**config.mk**
```make
export PLATFORM = sky130hd
export DESIGN_NAME = fifo_sync_param
export DESIGN_NICKNAME = d
export VERILOG_FILES = /design/src/rtl/fifo_sync_param.sv
export SDC_FILE = /design/constraint.sdc
export NUM_CORES = 1
export LEC_CHECK = 0
export BUFFER_PORTS_ARGS = -buffer_cell sky130_fd_sc_hd__buf_2
export CAP_MARGIN = 20
export CORE_MARGIN = 4
export CORE_UTILIZATION = 65
export DETAILED_ROUTE_END_ITERATION = 8
export HOLD_SLACK_MARGIN = 0.05
export PLACE_DENSITY = 0.83
export SYNTH_ARGS = -nofsm -noshare
export SYNTH_HDL_FRONTEND = slang
export SYNTH_SLANG_ARGS = --single-unit
```
**constraint.sdc**
```tcl
create_clock -name clk -period 26.7 [get_ports clk]
set_input_delay 4.005 -clock clk [delete_from_list [all_inputs] [get_ports clk]]
set_output_delay 4.005 -clock clk [all_outputs]
set_load 0.01 [all_outputs]
```
**src/rtl/fifo_sync_param.sv**
```systemverilog
// Single-clock FIFO using wrap-bit pointers, so all DEPTH entries are usable. It has
// an occupancy count, threshold flags and sticky ovf/udf flags. Defining FIFO_SYNC_PARAM_FWFT_EN selects first-word-fall-through.
module fifo_sync_param #(
    parameter int unsigned DATA_WIDTH  = 128,
    parameter int unsigned DEPTH       = 8,
    parameter int unsigned ALMOST_MTY  = 1,
    parameter int unsigned ALMOST_FULL = 1
) (
    input  logic                     clk,
    input  logic                     arst_n,
    input  logic                     wr,
    input  logic [DATA_WIDTH-1:0]    data,
    input  logic                     rd,
    input  logic                     clr_err,
    output logic [DATA_WIDTH-1:0]    q,
    output logic                     full,
    output logic                     almost_full,
    output logic                     mty,
    output logic                     almost_mty,
    output logic [$clog2(DEPTH):0]   count,
    output logic                     ovf,
    output logic                     udf
);

    localparam int unsigned AW      = $clog2(DEPTH);
    localparam logic [AW:0] DEPTH_C = (AW+1)'(DEPTH);
    localparam logic [AW:0] AF_TH   = (AW+1)'(DEPTH - ALMOST_FULL);
    localparam logic [AW:0] AM_TH   = (AW+1)'(ALMOST_MTY);
    localparam logic [AW:0] PTR_ONE = {{AW{1'b0}}, 1'b1};

    logic [DATA_WIDTH-1:0] mem_q [DEPTH];
    logic [AW:0]           wptr_q, wptr_d;
    logic [AW:0]           rptr_q, rptr_d;
    logic                  ovf_q, ovf_d;
    logic                  udf_q, udf_d;
    logic                  wr_ok, rd_ok;

    // Flags are purely combinational from the registered pointers.
    always_comb begin
        count       = wptr_q - rptr_q;
        full        = (count == DEPTH_C);
        mty         = (count == '0);
        almost_full = (count >= AF_TH);
        almost_mty  = (count <= AM_TH);
    end

    always_comb begin
        wr_ok  = wr & (~full | rd);
        rd_ok  = rd & ~mty;
        wptr_d = wptr_q;
        rptr_d = rptr_q;
        if (wr_ok) wptr_d = wptr_q + PTR_ONE;
        if (rd_ok) rptr_d = rptr_q + PTR_ONE;
        ovf_d  = (wr & full & ~rd) | (ovf_q & ~clr_err);
        udf_d  = (rd & mty) | (udf_q & ~clr_err);
    end

    always_ff @(posedge clk or negedge arst_n) begin
        if (!arst_n) begin
            wptr_q <= '0;
            rptr_q <= '0;
            ovf_q  <= 1'b0;
            udf_q  <= 1'b0;
        end else begin
            wptr_q <= wptr_d;
            rptr_q <= rptr_d;
            ovf_q  <= ovf_d;
            udf_q  <= udf_d;
        end
    end

    always_ff @(posedge clk) begin
        if (wr_ok) mem_q[wptr_q[AW-1:0]] <= data;
    end

    assign ovf = ovf_q;
    assign udf = udf_q;

`ifdef FIFO_SYNC_PARAM_FWFT_EN
    assign q = mem_q[rptr_q[AW-1:0]];
`else
    logic [DATA_WIDTH-1:0] rdata_q, rdata_d;

    always_comb begin
        rdata_d = rdata_q;
        if (rd_ok) rdata_d = mem_q[rptr_q[AW-1:0]];
    end

    always_ff @(posedge clk or negedge arst_n) begin
        if (!arst_n) rdata_q <= '0;
        else         rdata_q <= rdata_d;
    end

    assign q = rdata_q;
`endif

endmodule
```
* Word level (Yosys, flattened, before mapping) *
Memory sizes are Yosys's and may differ from the RTL's. A register that Yosys moved wholly into a read port is not among the register bits.
Cells that the tools add are included.

cells by class
  order comparisons = 2
  mux-type cells = 2
  $add $sub $neg = 3
  equality and inequality tests = 1
  bitwise gates (word level) = 14
  reductions and logical operators = 2

operator list
  operator             count
  $add 4x1->4 const B  2
  $and 1x1->1          7
  $eq 4x4->1 const B   1
  $ge 4x3->1 const B   1
  $le 4x1->1 const B   1
  $logic_not 4->1      1
  $not 1->1            4
  $sub 4x4->4          1
  $or 1x1->1           3
  $mux 1               2
  $logic_not 1->1      1

storage, ports and cells
  word-level logic and storage cells = 29
  memories kept = 1
  bits in writable memories = 1024
  input port bits = 133
  output and inout port bits = 138
  register bits = 10

memories
  memory  depth  width  rd ports  clocked after Yosys merged registers in  write ports  line  RTL
  mem_q   8      128    1         1                                        1            31    logic [DATA_WIDTH-1:0] mem_q [DEPTH];

* Logic depth before layout (Yosys ltp) *
  depth after elaboration = 7
  mapped depth = 13
  gate-level depth less buffers = 9

* Worst setup path before layout *
OpenSTA, ideal clock, no wires.

  path kind = in2reg
  start = input port rd
  end = memory mem_q[0][0] (enable)
  stages on the path = 2
  required time = 25771 ps
  arrival = 16169 ps
  library setup time = 929 ps
  buffers on the path = 0
  path slack = 9602 ps
  cell sequence = o31ai_1 nor4_1

on the way
  cells in the longest elaborated chain, start to end = 4

RTL lines
  element                       line  RTL
  from (decl)                   13    input logic rd,
  $or 1x1->1                    48    wr_ok = wr & (~full | rd);
  $and 1x1->1                   48
  $mux 1                        73    if (wr_ok) mem_q[wptr_q[AW-1:0]] <= data;
  $mux 1 (not written as such)  73
  to (decl)                     31

Every way passes these cells.

* Worst setup path in the final report *
  start = register rptr_q[0]
  end = output port full

on the way
  cells in the longest elaborated chain, start to end = 2

RTL lines
  element                 line  RTL
  from (decl)             33    logic [AW:0] rptr_q, rptr_d;
  from (signal assigned)  66    rptr_q <= rptr_d;
  $sub 4x4->4             40    count = wptr_q - rptr_q;
  $eq 4x4->1              41    full = (count == DEPTH_C);
  to (decl)               16    output logic full,

Every way passes these cells.

==> results.ini <==
[placement]
gp_congestion=0.7519
numPortBuffers=270
hpwl_um=48650
dp_slack_ps=19710

[logic_synthesis]
yosys.area_share.simple=0.01450
synth_xor_area_frac=0.001981
muxShareOfSynthArea=0.1622
syn_nets=2106
synthAdderAreaFrac=0.001894
synth_top_family_by_area=multiplexers
syn-instance-count=1967
synth_seq_cells=1162
synth-edff-count=1024
syn_area_per_cell_um2=22.16
synth_area_mm2=0.04359
yosysMostFrequentCell=edfxtp_1
synthTopCellsByArea=edfxtp_1 71%, mux4_2 13%, dfrtp_1 7.9%
synth_warnings=0
synth-async-reset-ratio=0.1188
synth_compound_area_frac=0.02104
yosysTopAreaCell=edfxtp_1
synth_common_cells=1,024 x edfxtp_1, 256 x mux4_2, 138 x dfrtp_1
yosysUniqueCellTypes=41
ys.flop_type=edfxtp_1
yosysTopAreaCellShare=0.7054
yosysSeqAreaShare=0.7847

[worst_setup_path]
path_class=reg -> out
r2r_end=mem_q[7][66]
cp_max_fo=44
critical_path.startpoint=rptr_q[0]
r2r-start=rptr_q[0]
endpoint_kind=output port
rrSetupSlack_ps=21610
start_kind=flip-flop
cp-endpoint=full
critPathArrivalTime_ps=3360
critPathRequiredTime_ps=22690
rr_worst_depth=9

[global_routing]
grt_pass1_wl_um=151800
grt_overflow=0
gr-usage-all-layers=0.2920
grt_max_degree=181
grt_pass1_vias=22570
antenna_found_initial=35

[clock_tree]
cts.sinks=1162
clock_latency_ps=680
cts_resized=0
clockRootBuffer=clkbuf_16
clkTransAtPathRegs_ps=60
ctsHtreeMaxLevel=3
numCtsBuffers=109
postCtsSetupBuffers=0
tritoncts=done
cts_buffer_depth=3
holdBufCountCts=0

[routing]
ant_nets=0
avgRoutedWirePerCell_um=31.87
drtIter0Drc=2871
vias=21540
drc=0
avgViaCountPerCell=6.609
drt-total-wl_um=103900
firstDrtPassIters=5

[die]
die-area_mm2=0.07127
initial_core_util=0.6595
die_w_um=267.0
die_h_um=267.0
rows=94
core_mm2=0.06610
io_pins=271

[timing]
setup_viol=0
layout_setup_ws_ps=19330
max_freq_ghz=0.1357
slew_headroom=0.1381
fin_skew_ps=33.56
tightest_slew_ps=1293
hold_viol_final=0
finalMaxSlewViolations=0
fin_tns_setup_ps=0
rsz0062_at_grt=no
min_period_over_period=0.2759
period_needed_ps=7367

[layout]
area_growth_pct=13.63
drive_gt1_frac=0.3333
layout.nets=2414

[pwr]
p_per_area_mw_per_mm2=116.5
peakVddDrop_v=0.0001152
leakage_uw=0.01716

[flow_run]
cap_viol_max_count=0

[status]
status=complete, no violations

[min_path]
hp-class=reg -> reg

[sequential cells by signal, indices dropped and copies added, names as in the netlist]
name	flops
mem_q	1024
ovf	1
q	128
rptr_q	4
udf	1
wptr_q	4
[area by class of cell]
cell class,instances,area (um2)
antenna,25,62.56
clock buffer,151,3027
clock inverter,55,571.8
fill,3387,16570
inverter,12,57.56
multi-input combinational,692,8828
sequential,1162,34210
tap,864,1081
timing repair buffer,298,1690
[where the power goes]
part	internal, uW	switching [uW]
clock network	898	672
registers	2360	191
logic	703	952
total	3960	1810
[worst min-delay path by stage]
stage	to	slack [ps]	depth (start not counted)	start
floorplan	rptr_q[3]	500	1	rptr_q[3]
global placement	q[103]	450	2	q[103]
detailed placement	q[103]	460	2	q[103]
CTS	q[58]	480	2	q[58]
global route	q[61]	500	2	q[61]
finish	q[40]	480	2	q[40]
[metrics by stage]
stage / instances / utilization / hold WS [ps] / power, uW / cell area, um2
final: 3259 / 0.7493 / 476.7 / 5772 / 49530
after detailed placement: 3026 / 0.6931 / 458.8 / 4163 / 45810
after CTS: 3232 / 0.7475 / 481.7 / 5787 / 49410
after global placement: 3025 / 0.6927 / 454.7 / 4092 / 45790
after global routing: 3247 / 0.7489 / 498.0 / 6005 / 49500
after floorplan: 1967 / - / 498.2 / 3712 / 43590
[routing by layer]
layer  vias up  share of wire  global-route usage
li1       8688              -                   -
met1     11270           0.36              0.4040
met2      1357           0.52              0.4810
met3       204          0.094             0.06453
met4        22          0.028             0.08866
met5         -         0.0013                   0
[worst max-delay path, stage by stage (launching register included)]
cell and delay, ps:
dfrtp_4 1030, ha_1 340, inv_1 70, fa_1 420, xnor2_2 230, nand3_1 230
nor2_1 190, buf_2 160
[layout by cell type (no fill, tap or decap), types with 3 or more instances in the layout]
cell       instances
clkinv_2          21
nand2_2           10
mux4_2           256
clkinv_8           3
nor2_1             5
diode_2           25
xnor2_1            6
o21ai_2           50
nand2_1          122
bufinv_16         11
nor3_2             5
dfrtp_1          136
o21ai_1           50
a21oi_1            3
buf_16             3
buf_2            269
clkbuf_8          12
clkinv_1          17
mux2i_1          128
buf_4             20
buf_12             5
ha_1               5
o21ai_0           28
inv_1             10
clkbuf_1          29
clkbuf_16        110
edfxtp_1        1024
[logic make-up after synthesis]
| logic type | Yosys count |
|---|---|
| flip-flops | 1162 |
| multiplexers | 386 |
| AND/OR/NAND/NOR | 153 |
| AO/OA/AOI/OAI | 138 |
| buffers and inverters | 113 |
| XOR/XNOR | 9 |
| adder cells (fa/ha/maj) | 6 |
Power figures use the tool's default switching activity.
